$ cat config.mk
export PLATFORM = sky130hd
export DESIGN_NAME = wallace_multiplier
export DESIGN_NICKNAME = d
export VERILOG_FILES = /design/src/rtl/mult_pkg.sv /design/src/rtl/wallace_fa.sv /design/src/rtl/wallace_multiplier.sv
export SDC_FILE = /design/constraint.sdc
export NUM_CORES = 1
export LEC_CHECK = 0
export CAP_MARGIN = 40
export CORE_MARGIN = 2
export CORE_UTILIZATION = 50
export CTS_CLUSTER_SIZE = 30
export DETAILED_ROUTE_END_ITERATION = 8
export HOLD_SLACK_MARGIN = 0.02
export PLACE_DENSITY = 0.75
export SLEW_MARGIN = 20
export SYNTH_ARGS = -nofsm -noshare
export SYNTH_HDL_FRONTEND = slang
export SYNTH_HIERARCHICAL = 1
export SYNTH_SLANG_ARGS = --single-unit
$ cat constraint.sdc
create_clock -name clk -period 2.49 [get_ports clk]
set_input_delay 0.249 -clock clk [delete_from_list [all_inputs] [get_ports clk]]
set_output_delay 0.249 -clock clk [all_outputs]
set_load 0.01 [all_outputs]
$ cat src/rtl/mult_pkg.sv
// Shared constants and elaboration-time helpers for the Wallace multiplier.
// The helpers describe the shape of the reduction tree: how many bits sit in
// each column at each level and where each column starts in a level's
// flattened bit vector. The RTL uses them to wire full and half adders.
package mult_pkg;

  localparam int OP_W    = 8;
  localparam int PROD_W  = 16;
  localparam int MAX_LVL = 12;

  // Number of full adders applied to a column holding h bits.
  // Columns already at two bits or fewer are left alone.
  function automatic int n_fa(input int h);
    return (h >= 3) ? h / 3 : 0;
  endfunction

  // A leftover pair after grouping by three goes through one half adder.
  function automatic int n_ha(input int h);
    return (h >= 3 && (h % 3) == 2) ? 1 : 0;
  endfunction

  // Bits that travel unchanged to the next level in the same column.
  function automatic int n_pass(input int h);
    if (h < 3) return h;
    return ((h % 3) == 1) ? 1 : 0;
  endfunction

  // Bits a column keeps in its own position at the next level.
  function automatic int n_out(input int h);
    return n_fa(h) + n_ha(h) + n_pass(h);
  endfunction

  // Bits a column pushes into the column above it at the next level.
  function automatic int n_carry(input int h);
    return n_fa(h) + n_ha(h);
  endfunction

  // Partial-product column heights before any reduction (1,2,..,8,..,2,1,0).
  function automatic int init_h(input int c);
    if (c < OP_W) return c + 1;
    if (c < 2 * OP_W - 1) return 2 * OP_W - 1 - c;
    return 0;
  endfunction

  // Height of column c after s reduction levels.
  function automatic int col_h(input int s, input int c);
    int h  [PROD_W];
    int nh [PROD_W];
    for (int k = 0; k < PROD_W; k++) h[k] = init_h(k);
    for (int st = 0; st < s; st++) begin
      for (int k = 0; k < PROD_W; k++)
        nh[k] = n_out(h[k]) + ((k > 0) ? n_carry(h[k-1]) : 0);
      for (int k = 0; k < PROD_W; k++) h[k] = nh[k];
    end
    return h[c];
  endfunction

  // Tallest column at level s.
  function automatic int max_h(input int s);
    int m;
    m = 0;
    for (int k = 0; k < PROD_W; k++)
      if (col_h(s, k) > m) m = col_h(s, k);
    return m;
  endfunction

  // Number of reduction levels needed until every column holds <= 2 bits.
  function automatic int num_levels();
    for (int s = 0; s < MAX_LVL; s++)
      if (max_h(s) <= 2) return s;
    return MAX_LVL;
  endfunction

  // Bit offset of column c inside the flattened vector of level s.
  function automatic int col_off(input int s, input int c);
    int o;
    o = 0;
    for (int k = 0; k < c; k++) o += col_h(s, k);
    return o;
  endfunction

  // Total number of bits carried by level s.
  function automatic int lvl_w(input int s);
    return col_off(s, PROD_W);
  endfunction

endpackage

$ cat src/rtl/wallace_fa.sv
// One-bit full adder used throughout the reduction tree. Half adders reuse
// it with cin tied low.
module wallace_fa (
  input  logic a,
  input  logic b,
  input  logic cin,
  output logic sum,
  output logic cout
);

  assign sum  = a ^ b ^ cin;
  assign cout = (a & b) | (cin & (a ^ b));

endmodule

$ cat src/rtl/wallace_multiplier.sv
// Unsigned 8x8 multiplier: a Wallace reduction tree squeezes the 64 partial
// product bits down to two 16-bit vectors, which are registered and then
// summed by a carry-propagate adder in a second register stage.
// Each reduction level is a flat vector whose column layout is computed by
// the package helpers, so every bit has exactly one driver and one reader.
module wallace_multiplier
  import mult_pkg::*;
(
  input  logic              clk,
  input  logic              rst_n,
  input  logic              in_valid,
  input  logic [OP_W-1:0]   a,
  input  logic [OP_W-1:0]   b,
  output logic              out_valid,
  output logic [PROD_W-1:0] product
);

  localparam int NLVL = num_levels();

  logic [PROD_W-1:0] sum_w;
  logic [PROD_W-1:0] carry_w;
  logic [PROD_W-1:0] sum_r;
  logic [PROD_W-1:0] carry_r;
  logic              v1;

  for (genvar s = 0; s <= NLVL; s++) begin : g_lvl
    logic [lvl_w(s)-1:0] v;

    if (s == 0) begin : g_pp
      // Level 0 holds the raw partial products, grouped by column weight.
      for (genvar i = 0; i < OP_W; i++) begin : g_row
        for (genvar j = 0; j < OP_W; j++) begin : g_bit
          localparam int C   = i + j;
          localparam int IDX = (C < OP_W) ? i : i - (C - (OP_W - 1));
          assign v[col_off(0, C) + IDX] = a[j] & b[i];
        end
      end
    end else begin : g_red
      // Each column of the previous level is grouped in threes through full
      // adders, a leftover pair through a half adder, and any single
      // remaining bit passes straight through. Sums stay in the column and
      // carries land in the next column after that column's own outputs.
      // The top column only ever collects carries and never exceeds two bits
      // for 8-bit operands, so no carry leaves the 16-bit range.
      for (genvar c = 0; c < PROD_W; c++) begin : g_col
        localparam int H    = col_h(s - 1, c);
        localparam int NF   = n_fa(H);
        localparam int NH   = n_ha(H);
        localparam int NP   = n_pass(H);
        localparam int SRC  = col_off(s - 1, c);
        localparam int DST  = col_off(s, c);
        localparam int CDST = (c < PROD_W - 1) ?
                              col_off(s, c + 1) + n_out(col_h(s - 1, c + 1)) : 0;

        for (genvar k = 0; k < NF; k++) begin : g_fa
          wallace_fa u_fa (
            .a    (g_lvl[s-1].v[SRC + 3*k]),
            .b    (g_lvl[s-1].v[SRC + 3*k + 1]),
            .cin  (g_lvl[s-1].v[SRC + 3*k + 2]),
            .sum  (v[DST + k]),
            .cout (v[CDST + k])
          );
        end

        if (NH == 1) begin : g_ha
          wallace_fa u_ha (
            .a    (g_lvl[s-1].v[SRC + 3*NF]),
            .b    (g_lvl[s-1].v[SRC + 3*NF + 1]),
            .cin  (1'b0),
            .sum  (v[DST + NF]),
            .cout (v[CDST + NF])
          );
        end

        for (genvar p = 0; p < NP; p++) begin : g_pass
          assign v[DST + NF + NH + p] = g_lvl[s-1].v[SRC + 3*NF + 2*NH + p];
        end
      end
    end
  end

  // Split the final level (at most two bits per column) into the sum and
  // carry vectors; missing bits are zero.
  for (genvar c = 0; c < PROD_W; c++) begin : g_out
    localparam int H   = col_h(NLVL, c);
    localparam int OFF = col_off(NLVL, c);
    if (H == 0) begin : g_h0
      assign sum_w[c]   = 1'b0;
      assign carry_w[c] = 1'b0;
    end else if (H == 1) begin : g_h1
      assign sum_w[c]   = g_lvl[NLVL].v[OFF];
      assign carry_w[c] = 1'b0;
    end else begin : g_h2
      assign sum_w[c]   = g_lvl[NLVL].v[OFF];
      assign carry_w[c] = g_lvl[NLVL].v[OFF + 1];
    end
  end

  // Stage 1: capture the reduced sum/carry pair and the input valid flag.
  always_ff @(posedge clk or negedge rst_n) begin
    if (!rst_n) begin
      sum_r   <= '0;
      carry_r <= '0;
      v1      <= 1'b0;
    end else begin
      sum_r   <= sum_w;
      carry_r <= carry_w;
      v1      <= in_valid;
    end
  end

  // Stage 2: final carry-propagate add; it cannot overflow 16 bits.
  always_ff @(posedge clk or negedge rst_n) begin
    if (!rst_n) begin
      product   <= '0;
      out_valid <= 1'b0;
    end else begin
      product   <= sum_r + carry_r;
      out_valid <= v1;
    end
  end

endmodule

; ---- After elaboration in Yosys (flattened, before gate mapping)
; Cells that the tools add are included.
[classes]
addsub = 1
n_bitwise = 289
[ops]
columns = op, count
row1 = $and A1 B1 Y1, 155
row2 = $xor A1 B1 Y1, 91
row3 = $or A1 B1 Y1, 43
row4 = $add A16 B10 Y16, 1
[word_totals]
reg_bits = 39
input_bits = 19
output_inout_bits = 17
elab_cells = 295

; ---- Logic depth before layout (Yosys ltp)
; Gate-level depths: netlist of the first run.
[logic_depth]
depth_word = 21
mapped_depth = 10
depth_no_buf = 10

; ---- Hierarchy
; Netlist of the first run, hierarchy kept.
[by_module_without_submodules]
columns = mod, instances, cells_per_inst, area_per_inst_um2, seq_area_each_um2
row1 = wallace_multiplier, 1, 149, 1727.9, 975.9
row2 = wallace_fa, 48, 1, 20.0, 0.0

; ---- Worst setup path after synthesis of the first run
; Ideal clock, no wire load.
[synth_timing]
path_kind = input port to flip-flop
from = in b[2]
to = reg sum_r[14]
setup_ps = 136
t_arrival_ps = 4300
t_required_ps = 2354
slack_ps = -1946
stages = 10
path_buffers = 0
path_cell_list = and2_1 -> fa_1 -> fa_1 -> fa_1 -> fa_1 -> fa_1 -> fa_1 -> fa_1 -> fa_1 -> fa_1
[synth_between]
elab_chain_cells = 19
word_cells_on_any_way = 74
classes_between = bitwise: 74
[synth_lines]
columns = item, line
row1 = from (decl), wallace_multiplier.sv:13  ; input logic [OP_W-1:0] b,
row2 = $and A1 B1 Y1 *, wallace_multiplier.sv:35  ; assign v[col_off(0, C) + IDX] = a[j] & b[i];
row3 = $xor A1 B1 Y1 * (2 in a row), wallace_fa.sv:11  ; assign sum = a ^ b ^ cin;
row4 = via g_lvl[1].v[30], wallace_multiplier.sv:27  ; logic [lvl_w(s)-1:0] v;
row5 = $xor A1 B1 Y1 * (2 in a row), wallace_fa.sv:11
row6 = via g_lvl[2].v[21], wallace_multiplier.sv:27
row7 = $xor A1 B1 Y1 * (2 in a row), wallace_fa.sv:11
row8 = via g_lvl[3].v[16], wallace_multiplier.sv:27
row9 = $xor A1 B1 Y1, wallace_fa.sv:12  ; assign cout = (a & b) | (cin & (a ^ b));
row10 = (+2 left out), --
row11 = via g_lvl[4].v[17], wallace_multiplier.sv:27
row12 = (+2 left out), --
row13 = via g_lvl[5].v[18], wallace_multiplier.sv:27
row14 = (+2 left out), --
row15 = via g_lvl[6].v[19], wallace_multiplier.sv:27
row16 = $and A1 B1 Y1 *, wallace_fa.sv:12
row17 = $or A1 B1 Y1 *, wallace_fa.sv:12
row18 = via g_lvl[7].v[20], wallace_multiplier.sv:27
row19 = $and A1 B1 Y1 *, wallace_fa.sv:12
row20 = $or A1 B1 Y1 *, wallace_fa.sv:12
row21 = via g_lvl[8].v[21], wallace_multiplier.sv:27
row22 = $xor A1 B1 Y1 *, wallace_fa.sv:11
row23 = via g_lvl[9].v[19], wallace_multiplier.sv:27
row24 = to (signal assigned), wallace_multiplier.sv:106  ; sum_r <= sum_w;
row25 = to (decl), wallace_multiplier.sv:22  ; logic [PROD_W-1:0] sum_r;
; The timed path passes the listed nets; every way through them passes the cells marked *.

; ---- Final worst setup path of the first run
[layout_timing]
from = in b[4]
to = reg sum_r[14]
[layout_between]
word_cells_on_any_way = 102
classes_between = bitwise: 102
[layout_rtl]
columns = item, line
row1 = $and A1 B1 Y1 *, wallace_multiplier.sv:35
row2 = via g_lvl[0].v[45], wallace_multiplier.sv:27
row3 = $xor A1 B1 Y1 *, wallace_fa.sv:11
row4 = via g_lvl[1].v[30], wallace_multiplier.sv:27
row5 = $xor A1 B1 Y1 * (2 in a row), wallace_fa.sv:11
row6 = via g_lvl[2].v[21], wallace_multiplier.sv:27
row7 = $xor A1 B1 Y1 * (2 in a row), wallace_fa.sv:11
row8 = via g_lvl[3].v[16], wallace_multiplier.sv:27
row9 = (+3 left out), --
row10 = via g_lvl[4].v[17], wallace_multiplier.sv:27
row11 = (+2 left out), --
row12 = via g_lvl[5].v[18], wallace_multiplier.sv:27
row13 = (+2 left out), --
row14 = via g_lvl[6].v[19], wallace_multiplier.sv:27
row15 = $and A1 B1 Y1 *, wallace_fa.sv:12
row16 = $or A1 B1 Y1 *, wallace_fa.sv:12
row17 = via g_lvl[7].v[20], wallace_multiplier.sv:27
row18 = $and A1 B1 Y1 *, wallace_fa.sv:12
row19 = $or A1 B1 Y1 *, wallace_fa.sv:12
row20 = via g_lvl[8].v[21], wallace_multiplier.sv:27
row21 = $xor A1 B1 Y1 *, wallace_fa.sv:11
row22 = via g_lvl[9].v[19], wallace_multiplier.sv:27
; Marks and branches as above.

==> results of run 1 <==
layout make-up:
type	instances	area (um2)	area share, %
clock buffer	6	72.57	2.111
multi-input combinational	162	1790	52.09
sequential	39	975.9	28.39
tap	70	87.58	2.548
timing repair buffer	53	510.5	14.85
critical path: cells and delay by family:
family	cells	cell delay (ns)
fa+ha+maj	9	3.72
buf+inv	1	0.10
simple gates	1	0.15
flip-flops by register name, indices dropped and copies added, names as in the netlist:
signal     cells
v1             1
product       16
out_valid      1
sum_r         16
carry_r        5
Yosys cell counts:
library cell	instances	share of area [%]
and2_1	64	15
a41oi_1	1	0.33
o2111ai_1	1	0.33
a31o_1	1	0.33
fa_1	48	36
a41o_1	1	0.37
a21oi_1	3	0.56
or3b_4	1	0.42
conb_1	1	0.14
o21bai_1	1	0.28
a311oi_1	1	0.33
dfrtp_1	39	36
o21ai_1	2	0.37
ha_1	6	2.8
a31oi_1	2	0.47
nand3_1	2	0.37
a21o_1	1	0.28
xor2_1	7	2.3
nand2_1	6	0.84
and3_1	1	0.23
xnor2_1	6	2.0
nor2b_1	1	0.23
nor3_1	1	0.19
per-stage QoR:
step	hold slack, ns	power (W)	instance area [um2]
final	0.2774	0.002541	3437
after global routing	0.2826	0.002780	3437
after CTS	0.06921	0.002575	3388
after detailed placement	0.3395	0.002190	3274
after global placement	0.3317	0.002130	3274
after floorplan	-0.04659	0.001735	2721
layout by cell type, fill, tap and decap left out, types with 3 or more instances in the layout:
cell,instances
and2_1,53
dfrtp_1,39
fa_1,34
clkdlybuf4s50_1,18
buf_4,17
fa_2,14
and2_4,11
buf_6,9
xor2_1,7
xnor2_1,6
nand2_1,6
ha_1,6
clkbuf_8,5
conb_1,5
a21oi_1,3
buf_8,3
worst paths after layout:
path	from	endpoint	slack (ns)	cells past startpoint
setup / recovery	b[4]	sum_r[14]	-1.51	11
hold / removal	b[0]	sum_r[0]	0.28	2
setup reg to reg	carry_r[4]	product[12]	0.72	5
hold reg to reg	sum_r[0]	product[0]	0.35	0
max in group asynchronous	rst_n	v1	1.70	3
min in group asynchronous	rst_n	sum_r[11]	0.37	2
routing by layer:
layer | vias up | GRT usage [%] | part of all wire [%]
li1 | 752 | - | -
met1 | 805 | 21.92 | 43
met2 | 38 | 27.91 | 51
met3 | 10 | 2.326 | 3.6
met4 | 0 | 8.393 | 2.6
met5 | - | 0 | 0
power breakdown:
group	internal (W)	switching [W]	total [W]
clock network	0.000186	0.000180	0.000366
logic	0.000646	0.000550	0.00120
registers	0.000872	0.000108	0.000980
total	0.00170	0.000838	0.00254
kinds of logic after synthesis:
logic type	share of synthesized area, %
and+or+nand+nor	17.17
AOI/OAI and AO/OA	3.630
other	0.1395
adders and majority gates	38.53
DFF	36.30
xor gates and xnor gates	4.235
timing repair:
item,CTS,global route
hold buffers,0,1
buffers inserted,0,0
cloned,0,0
endpoints found under the setup margin,11,7
pin swaps,12,4
hold endpoints to repair,0,10
resized for setup,97,9
==> metrics.txt, run 1 <==
run status=finished, violations left; failing checks=setup timing; Synth warnings=6; Setup crit end kind=register; final wirelength=4.238 mm; area grow syn2layout=27.83%; GP Congestion=0.8032; vias in the first global route=1,699; Clock Skew=0.004620 ns; synthesized area=2689 um2; DR WL/cell=12.84 um; Max clock buf depth=2; initial antenna violation count=0; core footprint=5140 um2; final std cells w/o fill=330; CTS tree=yes; PortBufs=35; vias=1,605; Final Hold Fails=0; Critical Path Max Stage Delay=0.56 ns; CP max stage cell=fa_1; Max Cap Violations=0; syn avg cell area=13.65 um2; post-synthesis sequential area ratio=36.30%; vias per inst=4.864; Starting Density=52.31%; Final Setup Violations=6; Setup TNS Final=-5.444 ns; global route overflow=0; Gate Count Post-Synth=197; Final ANT Viol Nets=0; crit-path cells=buf_8 -> and2_4 -> fa_1 -> fa_1 -> fa_1 -> fa_2 -> fa_2 -> fa_2 -> fa_2 -> fa_2 -> fa_2; DRC viols=0; P_leak=1.547 nW; Placed Cells=322; Crit Path Category=input pin to register; Max H-tree Level=2; Synth Register Bits=39; final core occ=66.87%; RSZ-0062 raised after global routing=yes; Nets=334; period utilisation layout=160.6%; Critical Path RT=2.71 ns; CP max FO=5; HP Class=input pin to register; first-pass GRT wire length=7.783 mm; pwr/cell area=739.4 nW/um2; Ant. Diodes=0; crit path DAT=4.22 ns; DP Worst Slack=-2.281 ns; post-detail-place hpwl=3.686 mm; CTS Buf Count=5; CP most frequent cell=fa_2; pin count of the biggest net entering global routing=40; Peak VDD IR=0.3386 mV; Die H=77.33 um; clock-pin slew on the worst setup and hold paths=0.06 ns; FILL cells=429; Die Wd=77.33 um; Sink Count=39; row count=26; CTS root buf=clkbuf_8; Ports=36; Worst-Skew Late Latency=0.28 ns; Final min period=4.000 ns; FMAX=0.2500 GHz; final worst slack=-1.510 ns; Netlist cell types=23; first drt pass iteration count=4; Starting DRT DRC Count=27; startpoint types=input pin; GRT Resource Usage Total=16.82%; ratio of cells with drive above 1 in the final layout=25.00%; die area=5980 um2; max-slew violations=0
Power figures use the tool's default switching activity.
==> inputs of run 2 (changes only) <==
--- a/config.mk
+++ b/config.mk
@@ -7,11 +7,11 @@
 export LEC_CHECK = 0
 export CAP_MARGIN = 40
 export CORE_MARGIN = 2
-export CORE_UTILIZATION = 50
+export CORE_UTILIZATION = 44
 export CTS_CLUSTER_SIZE = 30
 export DETAILED_ROUTE_END_ITERATION = 8
 export HOLD_SLACK_MARGIN = 0.02
-export PLACE_DENSITY = 0.75
+export PLACE_DENSITY = 0.67
 export SLEW_MARGIN = 20
 export SYNTH_ARGS = -nofsm -noshare
 export SYNTH_HDL_FRONTEND = slang
==> run 2 against run 1 <==
  * Clock-buffer cell count unchanged
  * Cell area is 0.25% higher
  * The flow still finishes with violations (setup timing)
  * First-iteration DRC count fell by 33%
  * Sequential power fell by 0.5%
  * Critical path type unchanged
  * Via count decreased by 2.0%
  * Core utilization down 8.7 points
  * Register-to-register slack worse by 0.02 ns
==> metrics.txt, run 2 (synthesis gave the netlist of run 1 again) <==
area grow syn2layout=28.15% (was 27.83%); Sink Count=39 (unchanged); Die H=82.17 um (was 77.33 um); pwr/cell area=744.1 nW/um2 (was 739.4 nW/um2); Reg2Reg Depth=5 (unchanged); worst setup path start=b[4] (unchanged); Final Power=0.002564 W (was 0.002541 W); initial antenna violation count=0 (unchanged); Setup crit end kind=register (unchanged); failing checks=setup timing (unchanged); DR WL/cell=12.76 um (was 12.84 um); CP max FO=5 (unchanged); Worst-Skew Late Latency=0.29 ns (was 0.28 ns); FILL cells=484 (was 429); core footprint=5921 um2 (was 5140 um2); post-detail-place hpwl=3.701 mm (was 3.686 mm); crit path DAT=4.24 ns (was 4.22 ns); FF+latch area=975.9 um2 (unchanged); area of the multi-input gates=1790 um2 (unchanged); Placed Cells=328 (was 322); Final ANT Viol Nets=0 (unchanged); PortBufs=35 (unchanged); vias per inst=4.654 (was 4.864); die area=6752 um2 (was 5980 um2); row count=28 (was 26); Max clock buf depth=2 (unchanged); first drt pass iteration count=4 (unchanged); ratio of cells with drive above 1 in the final layout=25.86% (was 25.00%); run status=finished, violations left (unchanged); Clock Skew=0.007520 ns (was 0.004620 ns); Die Wd=82.17 um (was 77.33 um); Nets=335 (was 334); FMAX=0.2495 GHz (was 0.2500 GHz); Max H-tree Level=2 (unchanged); max-slew violations=0 (unchanged); final std cells w/o fill=338 (was 330); Max Cap Violations=0 (unchanged); Crit Path Category=input pin to register (unchanged); Peak VDD IR=0.4254 mV (was 0.3386 mV); Starting DRT DRC Count=18 (was 27); period utilisation layout=161.0% (was 160.6%); Final Hold Fails=0 (unchanged); startpoint types=input pin (unchanged); clock-pin slew on the worst setup and hold paths=0.07 ns (was 0.06 ns); HP Class=input pin to asynchronous set/reset pin (was input pin to register); post-CTS setup buffers=0 (unchanged); vias in the first global route=1,709 (was 1,699); GP Congestion=0.8121 (was 0.8032); Ports=36 (unchanged); CTS tree=yes (unchanged); vias=1,573 (was 1,605); RSZ-0062 raised after global routing=yes (unchanged); reg2reg start=carry_r[4] (unchanged); DP Worst Slack=-2.290 ns (was -2.281 ns); final wirelength=4.312 mm (was 4.238 mm); commonest non-fill, non-tap cell in the layout=and2_1 (unchanged); CTS Buf Count=5 (unchanged); r2r setup slk=0.70 ns (was 0.72 ns); Critical Path RT=2.72 ns (was 2.71 ns); GRT Resource Usage Total=14.91% (was 16.82%); Reg-to-Reg End=product[14] (was product[12]); Starting Density=45.41% (was 52.31%); P_leak=1.547 nW (about the same); first-pass GRT wire length=7.452 mm (was 7.783 mm); Final min period=4.009 ns (was 4.000 ns); CTS root buf=clkbuf_8 (unchanged); final worst slack=-1.519 ns (was -1.510 ns); Regs by FF count=product: 16 flops, sum_r: 16 flops, carry_r: 5 flops (unchanged); Setup TNS Final=-5.559 ns (was -5.444 ns); pin count of the biggest net entering global routing=40 (unchanged); global route overflow=0 (unchanged); Final Setup Violations=6 (unchanged); DRC viols=0 (unchanged); most frequent cells in the layout=and2_1, dfrtp_1, fa_1 (unchanged); Ant. Diodes=0 (unchanged)
run 2: repair_timing:
action | 4_1_cts | 5_1_grt
hold buffers | 0 | 1
setup endpoints to repair | 11 | 7
endpoints found under the hold margin | 0 | 4
gates cloned | 0 | 0
pin swaps | 12 | 6
resized for setup | 90 | 11
run 2: cell type report:
| type | instances | area share (%) |
|---|---|---|
| flip-flops and latches | 39 | 28.32 |
| repair buffers | 54 | 14.52 |
| clock buffers | 6 | 2.106 |
| clock inverters | 2 | 0.3631 |
| well taps | 75 | 2.723 |
| multi-input cells | 162 | 51.96 |
run 2: stage by stage:
step	hold slack (ns)	util, %	cell area (um2)
final	0.3043	58.20	3446
after global routing	0.3320	58.20	3446
after CTS	0.06371	57.38	3397
after detailed placement	0.3395	55.54	3288
after global placement	0.3324	55.54	3288
after floorplan	-0.04659	-	2721
run 2: worst max-delay path, cell delays in order:
cell	delay, ns
buf_4	0.13
and2_4	0.14
fa_1	0.55
fa_1	0.43
fa_1	0.48
fa_2	0.36
fa_2	0.35
fa_2	0.35
fa_2	0.34
fa_2	0.34
fa_2	0.52
run 2: worst max-delay path by stage:
| stage | end | slack, ns | depth (start not counted) |
|---|---|---|---|
| floorplan | sum_r[14] | -1.59 | 10 |
| global placement | sum_r[14] | -2.21 | 11 |
| detailed placement | sum_r[14] | -2.29 | 11 |
| CTS | sum_r[14] | -1.53 | 11 |
| global route | sum_r[14] | -1.59 | 11 |
| finish | sum_r[14] | -1.52 | 11 |
run 2: metal layers:
layer | GRT usage [%] | up-vias | share of wire [%]
met5 | 0 | - | 0
met4 | 6.500 | 0 | 2.4
met3 | 2.065 | 9 | 3.5
met2 | 26.26 | 34 | 49
met1 | 18.34 | 777 | 46
li1 | - | 753 | -
run 2: power by group:
group,internal (W),switching (W),total [W],leakage [nW]
clock,0.000195,0.000203,0.000399,0.0412
combinational,0.000645,0.000546,0.00119,1.03
sequential,0.000871,0.000104,0.000975,0.471
total,0.00171,0.000853,0.00256,1.55
==> inputs of run 3 (changes only) <==
--- a/config.mk
+++ b/config.mk
@@ -8,10 +8,12 @@
 export CAP_MARGIN = 40
 export CORE_MARGIN = 2
 export CORE_UTILIZATION = 44
+export CTS_CLUSTER_DIAMETER = 80
 export CTS_CLUSTER_SIZE = 30
 export DETAILED_ROUTE_END_ITERATION = 8
 export HOLD_SLACK_MARGIN = 0.02
 export PLACE_DENSITY = 0.67
+export SKIP_CTS_REPAIR_TIMING = 1
 export SLEW_MARGIN = 20
 export SYNTH_ARGS = -nofsm -noshare
 export SYNTH_HDL_FRONTEND = slang
==> constraint.sdc (replaced) <==
create_clock -name clk -period 5 [get_ports clk]
set_input_delay 0.5 -clock clk [delete_from_list [all_inputs] [get_ports clk]]
set_output_delay 0.5 -clock clk [all_outputs]
set_load 0.01 [all_outputs]
==> run 3 against run 2 <==
  * The flow now finishes without violations
  * Non-clock buffer count increased by 2
  * Clock skew about the same
  * Clock power decreased by 34%
  * Sequential cell count unchanged
  * Hold slack got worse by 0.22 ns
  * Sequential share of layout area about the same
  * Combinational power decreased by 51%
  * Sequential power decreased by 50%
  * Global-route usage increased by 0.60 points
  * Critical endpoint unchanged
==> metrics.txt, run 3 (synthesis gave the netlist of run 1 again) <==
final hold slack=0.08357 ns (was 0.3043 ns); Critical Path RT=5.16 ns (was 2.72 ns); CP most frequent cell=fa_1 (was fa_2); DR WL/cell=13.49 um (was 12.76 um); met2 routed wirelength=2.379 mm (was 2.094 mm); first drt pass iteration count=4 (unchanged); CP max FO=4 (was 5); crit path DAT=5.03 ns (was 4.24 ns); pwr/cell area=386.4 nW/um2 (was 744.1 nW/um2); GRT Resource Usage Total=15.51% (was 14.91%); Regs by FF count=product: 16 flops, sum_r: 16 flops, carry_r: 5 flops (unchanged); DRC viols=0 (unchanged); reg2reg start=carry_r[4] (unchanged); Peak VDD IR=0.2175 mV (was 0.4254 mV); run status=completed (was finished, violations left); commonest non-fill, non-tap cell in the layout=and2_1 (unchanged); vias in the first global route=1,709 (unchanged); CTS root buf=clkbuf_8 (unchanged); Nets=337 (was 335); first-pass GRT wire length=7.783 mm (was 7.452 mm); Final min period=4.869 ns; max layer used=met4 (unchanged); RSZ-0062 raised after global routing=no (was yes); Starting DRT DRC Count=55 (was 18); pin count of the biggest net entering global routing=40 (unchanged); Sink Count=39 (unchanged); GP Congestion=0.8780 (was 0.8121); CTS Buf Count=5 (unchanged); die area=6752 um2 (unchanged); Starting Density=45.41% (unchanged); initial antenna violation count=0 (unchanged); Critical Path Max Stage Delay=0.56 ns (was 0.55 ns); Die H=82.17 um (unchanged); row count=28 (unchanged); Final Setup Violations=0 (was 6); Max clock buf depth=2 (unchanged); final wirelength=4.588 mm (was 4.312 mm); Ant. Diodes=0 (unchanged); PortBufs=35 (unchanged); final core occ=58.16% (was 58.20%); Final Power=0.001330 W (was 0.002564 W); Crit Path Category=input pin to register (unchanged); global route overflow=0 (unchanged); metal3 WL=117 um (was 152 um); vias=1,621 (was 1,573); core footprint=5921 um2 (unchanged); Die Wd=82.17 um (unchanged); most frequent cells in the layout=and2_1, fa_1, dfrtp_1 (was and2_1, dfrtp_1, fa_1); FILL cells=470 (was 484); vias per inst=4.768 (was 4.654); period utilisation layout=97.37%; Final Hold Fails=0 (unchanged); max-slew violations=0 (unchanged); HP Class=input pin to asynchronous set/reset pin (unchanged); clock-pin slew on the worst setup and hold paths=0.07 ns (about the same); post-detail-place hpwl=3.939 mm (was 3.701 mm); r2r setup slk=3.24 ns (was 0.70 ns); startpoint types=input pin (unchanged); FMAX=0.2054 GHz; Max Cap Violations=0 (unchanged); P_leak=1.567 nW (was 1.547 nW); Worst-Skew Late Latency=0.29 ns (about the same); ratio of cells with drive above 1 in the final layout=12.83% (was 25.86%); Reg-to-Reg End=product[12] (was product[14]); Reg2Reg Depth=5 (unchanged); CP max stage cell=fa_1 (unchanged); Max H-tree Level=2 (unchanged); Setup crit end kind=register (unchanged); Ports=36 (unchanged); WL met1=2.021 mm (was 1.963 mm); Final ANT Viol Nets=0 (unchanged); area grow syn2layout=28.06% (was 28.15%); CTS tree=yes (unchanged); crit-path cells=clkdlybuf4s50_1 -> and2_1 -> fa_1 -> fa_1 -> fa_1 -> fa_2 -> fa_1 -> fa_1 -> fa_1 -> fa_2 -> fa_1 (was buf_4 -> and2_4 -> fa_1 -> fa_1 -> fa_1 -> fa_2 -> fa_2 -> fa_2 -> fa_2 -> fa_2 -> fa_2); Clock Skew=0.007226 ns (was 0.007520 ns)
[run 3: where the power goes]
group          total, W  internal, W  switching, W
registers      0.000487     0.000434     0.0000536
clock network  0.000264     0.000161      0.000102
logic          0.000579     0.000311      0.000269
total           0.00133     0.000906      0.000425
[run 3: critical path: cells and delay by family]
kind / cells / cell delay (ns)
AND/OR/NAND/NOR: 1 / 0.20
buffers and inverters: 1 / 0.46
adder cells (fa/ha/maj): 9 / 3.86
[run 3: worst max-delay path by stage]
stage | start | slack [ns] | cells past startpoint | to
floorplan | b[2] | 0.31 | 10 | sum_r[14]
global placement | a[7] | -0.25 | 11 | sum_r[14]
detailed placement | a[7] | -0.35 | 11 | sum_r[14]
CTS | a[7] | -0.03 | 11 | sum_r[14]
global route | b[2] | 0.008 | 11 | sum_r[14]
finish | b[3] | 0.13 | 11 | sum_r[14]
[run 3: layer usage]
metal | up-vias | track usage, %
met5 | - | 0
met4 | 0 | 4.500
met3 | 6 | 2.283
met2 | 34 | 26.83
met1 | 821 | 20.41
li1 | 760 | -
[run 3: final cells by class]
class | instances | area, um2 | share of cell area (%)
Clock buffer | 6 | 82.58 | 2.398
Clock inverter | 2 | 35.03 | 1.017
Multi-Input combinational cell | 162 | 1735 | 50.40
Sequential cell | 39 | 975.9 | 28.34
Tap cell | 75 | 93.84 | 2.725
Timing Repair Buffer | 56 | 520.5 | 15.12
[run 3: per-stage QoR]
stage	setup TNS, ns	worst slack [ns]	cell area, um2	instances
floorplan	0	0.3133	2704	201
global placement	-0.4578	-0.2529	3293	331
detailed placement	-0.6109	-0.3465	3293	331
CTS	-0.03042	-0.03042	3411	339
global route	0	0.008057	3443	340
finish	0	0.1313	3443	340
